## src/rtl/adc_acq_ctrl.sv

```systemverilog
// adc_acq_ctrl: triggered circular-buffer capture sequencer for a two-channel ADC (optional decimation via ADC_ACQ_DECIM_EN)
module adc_acq_ctrl #(
  parameter int ADDR_WIDTH = 13,
  parameter int DATA_WIDTH = 14
) (
  input  logic                    adc_clk,
  input  logic                    adc_rst_i,
  input  logic [DATA_WIDTH-1:0]   adc_dat_a_i,
  input  logic [DATA_WIDTH-1:0]   adc_dat_b_i,
  input  logic                    start_i,
  input  logic                    abort_i,
  input  logic                    force_trig_i,
  input  logic [DATA_WIDTH-1:0]   trig_level_i,
  input  logic [ADDR_WIDTH-1:0]   pre_i,
  input  logic [ADDR_WIDTH-1:0]   post_i,
`ifdef ADC_ACQ_DECIM_EN
  input  logic [15:0]             dec_i,
`endif
  output logic                    bram_we_o,
  output logic [ADDR_WIDTH-1:0]   bram_addr_o,
  output logic [2*DATA_WIDTH-1:0] bram_wdata_o,
  output logic [ADDR_WIDTH-1:0]   trig_addr_o,
  output logic                    busy_o,
  output logic                    done_o
);
  typedef enum logic [1:0] {S_IDLE, S_PRE, S_ARMED, S_POST} state_t;
  state_t                  r_state;
  logic [ADDR_WIDTH-1:0]   r_ptr;
  logic [ADDR_WIDTH-1:0]   r_cnt;
  logic [ADDR_WIDTH-1:0]   r_pre;
  logic [ADDR_WIDTH-1:0]   r_post;
  logic [DATA_WIDTH-1:0]   r_prev_a;
  logic                    r_prev_v;
  logic                    r_we;
  logic [ADDR_WIDTH-1:0]   r_addr;
  logic [2*DATA_WIDTH-1:0] r_wdata;
  logic [ADDR_WIDTH-1:0]   r_trig;
  logic                    r_busy;
  logic                    r_done;
  logic                    w_acc;
  logic                    w_trig;
  logic [ADDR_WIDTH-1:0]   w_cnt_nx;
  logic [ADDR_WIDTH-1:0]   w_post_eff;
`ifdef ADC_ACQ_DECIM_EN
  logic [15:0]             r_psc;
  logic [15:0]             w_psc_nx;
  assign w_psc_nx = (r_psc + 16'd1 >= dec_i) ? '0 : r_psc + 16'd1;
  assign w_acc    = (r_psc == '0);
`else
  assign w_acc    = 1'b1;
`endif
  assign w_trig     = force_trig_i | (r_prev_v && ($signed(r_prev_a) < $signed(trig_level_i))
                                               && ($signed(adc_dat_a_i) >= $signed(trig_level_i)));
  assign w_cnt_nx   = r_cnt + ADDR_WIDTH'(1);
  assign w_post_eff = (post_i == '0) ? ADDR_WIDTH'(1) : post_i;
  // capture FSM: writes accepted samples, counts pre/post, detects the trigger, drives registered outputs
  always_ff @(posedge adc_clk) begin
    r_we <= 1'b0;
    if (adc_rst_i) begin
      r_state  <= S_IDLE;
      r_ptr    <= '0;
      r_cnt    <= '0;
      r_pre    <= '0;
      r_post   <= '0;
      r_prev_a <= '0;
      r_prev_v <= 1'b0;
      r_addr   <= '0;
      r_wdata  <= '0;
      r_trig   <= '0;
      r_busy   <= 1'b0;
      r_done   <= 1'b0;
`ifdef ADC_ACQ_DECIM_EN
      r_psc    <= '0;
`endif
    end else if (abort_i) begin
      r_state <= S_IDLE;
      r_busy  <= 1'b0;
      r_done  <= 1'b0;
    end else if (r_state == S_IDLE) begin
      if (start_i) begin
        r_pre    <= pre_i;
        r_post   <= w_post_eff;
        r_ptr    <= '0;
        r_cnt    <= '0;
        r_prev_v <= 1'b0;
        r_done   <= 1'b0;
        r_busy   <= 1'b1;
        r_state  <= (pre_i == '0) ? S_ARMED : S_PRE;
`ifdef ADC_ACQ_DECIM_EN
        r_psc    <= '0;
`endif
      end
    end else begin
`ifdef ADC_ACQ_DECIM_EN
      r_psc <= w_psc_nx;
`endif
      if (w_acc) begin
        r_we     <= 1'b1;
        r_addr   <= r_ptr;
        r_wdata  <= {adc_dat_b_i, adc_dat_a_i};
        r_ptr    <= r_ptr + ADDR_WIDTH'(1);
        r_prev_a <= adc_dat_a_i;
        r_prev_v <= 1'b1;
        case (r_state)
          S_PRE: begin
            r_cnt <= w_cnt_nx;
            if (w_cnt_nx == r_pre) r_state <= S_ARMED;
          end
          S_ARMED: begin
            if (w_trig) begin
              r_trig <= r_ptr;
              r_cnt  <= ADDR_WIDTH'(1);
              if (r_post == ADDR_WIDTH'(1)) begin
                r_state <= S_IDLE;
                r_busy  <= 1'b0;
                r_done  <= 1'b1;
              end else r_state <= S_POST;
            end
          end
          default: begin
            r_cnt <= w_cnt_nx;
            if (w_cnt_nx == r_post) begin
              r_state <= S_IDLE;
              r_busy  <= 1'b0;
              r_done  <= 1'b1;
            end
          end
        endcase
      end
    end
  end
  assign bram_we_o    = r_we;
  assign bram_addr_o  = r_addr;
  assign bram_wdata_o = r_wdata;
  assign trig_addr_o  = r_trig;
  assign busy_o       = r_busy;
  assign done_o       = r_done;
endmodule
```

## config.mk

```make
export PLATFORM = sky130hd
export DESIGN_NAME = adc_acq_ctrl
export DESIGN_NICKNAME = d
export VERILOG_FILES = /design/src/rtl/adc_acq_ctrl.sv
export SDC_FILE = /design/constraint.sdc
export NUM_CORES = 1
export LEC_CHECK = 0
export CORE_ASPECT_RATIO = 0.5
export CORE_MARGIN = 2
export CORE_UTILIZATION = 51
export CTS_BUF_LIST = sky130_fd_sc_hd__clkbuf_16
export CTS_CLUSTER_DIAMETER = 100
export CTS_CLUSTER_SIZE = 8
export DETAILED_ROUTE_END_ITERATION = 8
export GPL_TIMING_DRIVEN = 0
export PLACE_DENSITY_LB_ADDON = 0.1
export SYNTH_ARGS = -nofsm -noshare
export SYNTH_HDL_FRONTEND = slang
export SYNTH_SLANG_ARGS = --single-unit
```

## constraint.sdc

```tcl
create_clock -name adc_clk -period 2.8 [get_ports adc_clk]
set_input_delay 0.42 -clock adc_clk [delete_from_list [all_inputs] [get_ports adc_clk]]
set_output_delay 0.42 -clock adc_clk [all_outputs]
set_load 0.03 [all_outputs]
```

==> flow_metrics.env <==
export IMPL_syn_instance_count=758
export IMPL_path_max_fanout=7
export IMPL_vdd_drop_max_mv=0.3156
export IMPL_synth_top_family_by_area="simple AND/OR/NAND/NOR gates"
export IMPL_yosys_area_top_type="dfxtp_1"
export IMPL_synth_edf_count=0
export IMPL_ctsHoldBuffers=0
export IMPL_final_nets=1015
export IMPL_grt_max_degree=23
export IMPL_rr_endpoint="r_state[0]"
export IMPL_core_area_um2=11250
export IMPL_drc_errors=0
export IMPL_start_util=0.5342
export IMPL_seq_area_frac_synth=0.3731
export IMPL_dr_pass1_iters=6
export IMPL_drive_gt1_frac=0.09727
export IMPL_cp_endpoint="r_state[0]"
export IMPL_synth_warnings=0
export IMPL_async_flop_share=0
export IMPL_synth_cell_type_count=73
export IMPL_ant_nets=0
export IMPL_fin_worst_skew_ns=0.01253
export IMPL_synthMuxAreaShare=0.006871
export IMPL_grtUsageTotal=0.2765
export IMPL_via_count=6184
export IMPL_rows=27
export IMPL_place_congestion=0.9219
export IMPL_cts_clk_slew_worst_paths_ns=0.08
export IMPL_r2r_start="r_cnt[1]"
export IMPL_synth_area_leaders="dfxtp_1 (37%), nand2_1 (8.9%), a21oi_1 (8.4%), ha_1 (6.7%), nor2_1 (3.5%)"
export IMPL_place_hpwl_um=12880
export IMPL_setup_ws_ns=-0.01902
export IMPL_syn_nets=863
export IMPL_fillers=896
export IMPL_die_h_um=80.76
export IMPL_grt_pass1_wl_um=27730
export IMPL_leakage_uw=0.003150
export IMPL_cp_start_kind="register"
export IMPL_final_cells=1074
export IMPL_dieWidth_um=157.5
export IMPL_rr_worst_depth=11
export IMPL_end_kind="register"
export IMPL_cts_root_buf="clkbuf_16"
export IMPL_io_buffer_count=129
export IMPL_multi_input_area_um2=3627
export IMPL_ys_dominant_reg_cell="dfxtp_1"
export IMPL_drv_slew=0
export IMPL_cts_path_max_buffers=2
export IMPL_grt_antenna_before_repair=0
export IMPL_violations="negative setup slack"
export IMPL_post_route_min_period_ns=2.819
export IMPL_worstSetupPathType="register to register"
export IMPL_post_route_util=0.7244
export IMPL_r2r_slack_ns=-0.02
export IMPL_maxCapViolCount=0
export IMPL_syn_avg_cell_area_um2=7.928
export IMPL_dpl_cell_count=1046
export IMPL_drtIter0Drc=392
export IMPL_die_area_um2=12720
export IMPL_pre_cts_slack_ns=-0.7066
export IMPL_cp_arrival_ns=3.11
export IMPL_ioPinCount=130
export IMPL_syn_area_um2=6010
export IMPL_status="finished with violations"
export IMPL_synth_simple_area_share=0.2405
export IMPL_grt_pass1_vias=5739
export IMPL_numCtsBuffers=9
export IMPL_clk_latency_ns=0.37
export IMPL_powerDensity_nw_per_um2=468.8
export IMPL_via_per_inst=5.758
export IMPL_routed_wl_um=17970
export IMPL_synth_compound_area_frac=0.2157
export IMPL_setup_viol=1
export IMPL_wl_per_cell_um=16.73
export IMPL_final_hold_violation_count=0
export IMPL_slew_headroom=0.5314
export IMPL_overflow=0
export IMPL_syn_to_final_growth_pct=35.60
export IMPL_worst_pin_slew_ns=0.7003
export IMPL_htree_num_levels=3
export IMPL_finalSetupTns_ns=-0.01902
export IMPL_antenna_cells=0
export IMPL_register_area_um2=2246
export IMPL_cp_startpoint="r_cnt[1]"
export IMPL_cts_sinks=112
export IMPL_min_path_type="input pin to register"
export IMPL_cts_tree="yes"
export IMPL_synthXorXnorAreaFrac=0.04456
export IMPL_max_freq_ghz=0.3547
export IMPL_ys_ff_latch=112
export IMPL_synthAdderAreaFrac=0.06663
export IMPL_crit_required_ns=3.09
export IMPL_synthDominantCellAreaShare=0.3731
export IMPL_final_period_utilization=1.007
export IMPL_power_uw=3820
[power breakdown]
part	leakage, uW	total [uW]	switching [uW]	internal [uW]
Sequential	0.000908	1700	55.6	1650
Combinational	0.00210	794	450	343
Clock	0.000146	1320	685	638
[cells by family (layout without fill, tap and decap cells)]
family | count (synthesis) | in the layout
AOI/OAI and AO/OA | 204 | 204
xor gates and xnor gates | 29 | 29
adders and majority gates | 32 | 32
buffers and inverters | 76 | 233
DFF | 112 | 112
muxes | 4 | 4
and+or+nand+nor | 301 | 301
[per-stage QoR]
step | hold WS, ns | area [um2]
2_1_floorplan | 0.4368 | 6010
3_5_place_dp | 0.4476 | 7500
6_report | 0.3919 | 8149
3_3_place_gp | 0.4403 | 7500
5_1_grt | 0.4208 | 8149
4_1_cts | 0.4586 | 7918
[timing repair]
item / CTS / global route
gates resized for setup: 17 / 52
cloned: 0 / 2
endpoints found under the setup margin: 23 / 33
pin swaps: 7 / 28
setup buffers: 6 / 5
[how the worst min path moves through the flow]
| stage | startpoint | end | slack [ns] | cells past startpoint |
|---|---|---|---|---|
| 6_report | adc_dat_a_i[7] | r_prev_a[7] | 0.39 | 3 |
| 3_5_place_dp | bram_wdata_o[17] | bram_wdata_o[17] | 0.45 | 2 |
| 4_1_cts | bram_wdata_o[22] | bram_wdata_o[22] | 0.46 | 2 |
| 5_1_grt | adc_dat_a_i[9] | r_prev_a[9] | 0.42 | 3 |
| 2_1_floorplan | r_pre[12] | r_pre[12] | 0.44 | 2 |
| 3_3_place_gp | bram_wdata_o[17] | bram_wdata_o[17] | 0.44 | 2 |
[cells in the mapped netlist (3+ instances only)]
master	instances
a211oi_1	3
a21o_1	6
a21oi_1	101
a22o_1	8
a22oi_1	10
a311oi_1	10
and2_1	3
and3_1	14
and4_1	3
buf_1	4
buf_2	6
clkbuf_1	34
dfxtp_1	112
ha_1	32
inv_1	27
mux2i_1	3
nand2_1	143
nand2b_1	8
nand3_1	22
nand4_1	7
nor2_1	56
nor2b_1	4
nor3_1	9
nor3b_1	3
nor4_1	7
o2111ai_1	4
o21ai_0	31
or2_2	3
or3_1	3
xnor2_1	17
xor2_1	11
[critical path, stage by stage (launching register included)]
cell and delay [ns]:
dfxtp_4 0.39, ha_1 0.16, buf_4 0.16, nand3_4 0.15, buf_4 0.19, nor3_4 0.14, xnor2_1 0.14, a2111oi_4 0.40
nand4_1 0.24, a32oi_1 0.24, nor3b_2 0.27, o221a_1 0.26
[placed cells by master, fill, tap and decap left out, types with 3 or more instances in the layout]
| master | instances |
|---|---|
| clkdlybuf4s50_1 | 124 |
| buf_1 | 4 |
| a311oi_1 | 5 |
| or3_1 | 3 |
| nand3_1 | 22 |
| o21ai_2 | 3 |
| inv_2 | 3 |
| nor4_1 | 6 |
| ha_1 | 29 |
| o21ai_1 | 8 |
| a22o_1 | 8 |
| clkbuf_16 | 10 |
| nor3b_1 | 3 |
| nand2_1 | 143 |
| nand4_1 | 7 |
| o21ai_0 | 20 |
| a311oi_2 | 5 |
| nor3_1 | 9 |
| and3_1 | 14 |
| a21oi_1 | 99 |
| inv_1 | 24 |
| a22oi_1 | 10 |
| xor2_1 | 11 |
| xnor2_1 | 16 |
| ha_4 | 3 |
| o2111ai_1 | 4 |
| buf_6 | 3 |
| nand2b_1 | 8 |
| buf_4 | 15 |
| dfxtp_1 | 111 |
| clkbuf_1 | 30 |
| buf_2 | 4 |
| mux2i_1 | 3 |
| nor2_1 | 54 |
| and4_1 | 3 |
| a21o_1 | 6 |
| or2_2 | 3 |
| nor2b_1 | 4 |
| dlymetal6s2s_1 | 5 |
[area by class of cell]
| type | instances | area share |
|---|---|---|
| plain buffers | 48 | 0.02933 |
| repair buffers | 142 | 0.1756 |
| multi-input cells | 570 | 0.4451 |
| inverters | 27 | 0.01244 |
| clock inverters | 7 | 0.009826 |
| well taps | 159 | 0.02441 |
| clock buffers | 9 | 0.02764 |
| flip-flops and latches | 112 | 0.2756 |
[sequential cells by signal, indices dropped and copies added, names as in the netlist]
register	count
bram_addr_o	13
r_pre	13
done_o	1
bram_wdata_o	15
bram_we_o	1
r_prev_a	13
r_post	13
trig_addr_o	13
r_ptr	13
r_prev_v	1
r_state	2
r_cnt	13
busy_o	1
[layer usage]
metal | GRT usage | part of all wire | vias to the layer above
met1 | 0.3475 | 0.43 | 2927
met5 | 0 | 0 | -
met4 | 0.07455 | 0.017 | 0
li1 | - | - | 2981
met2 | 0.4576 | 0.46 | 244
met3 | 0.09605 | 0.087 | 32
(Power assumes the default switching activity.)
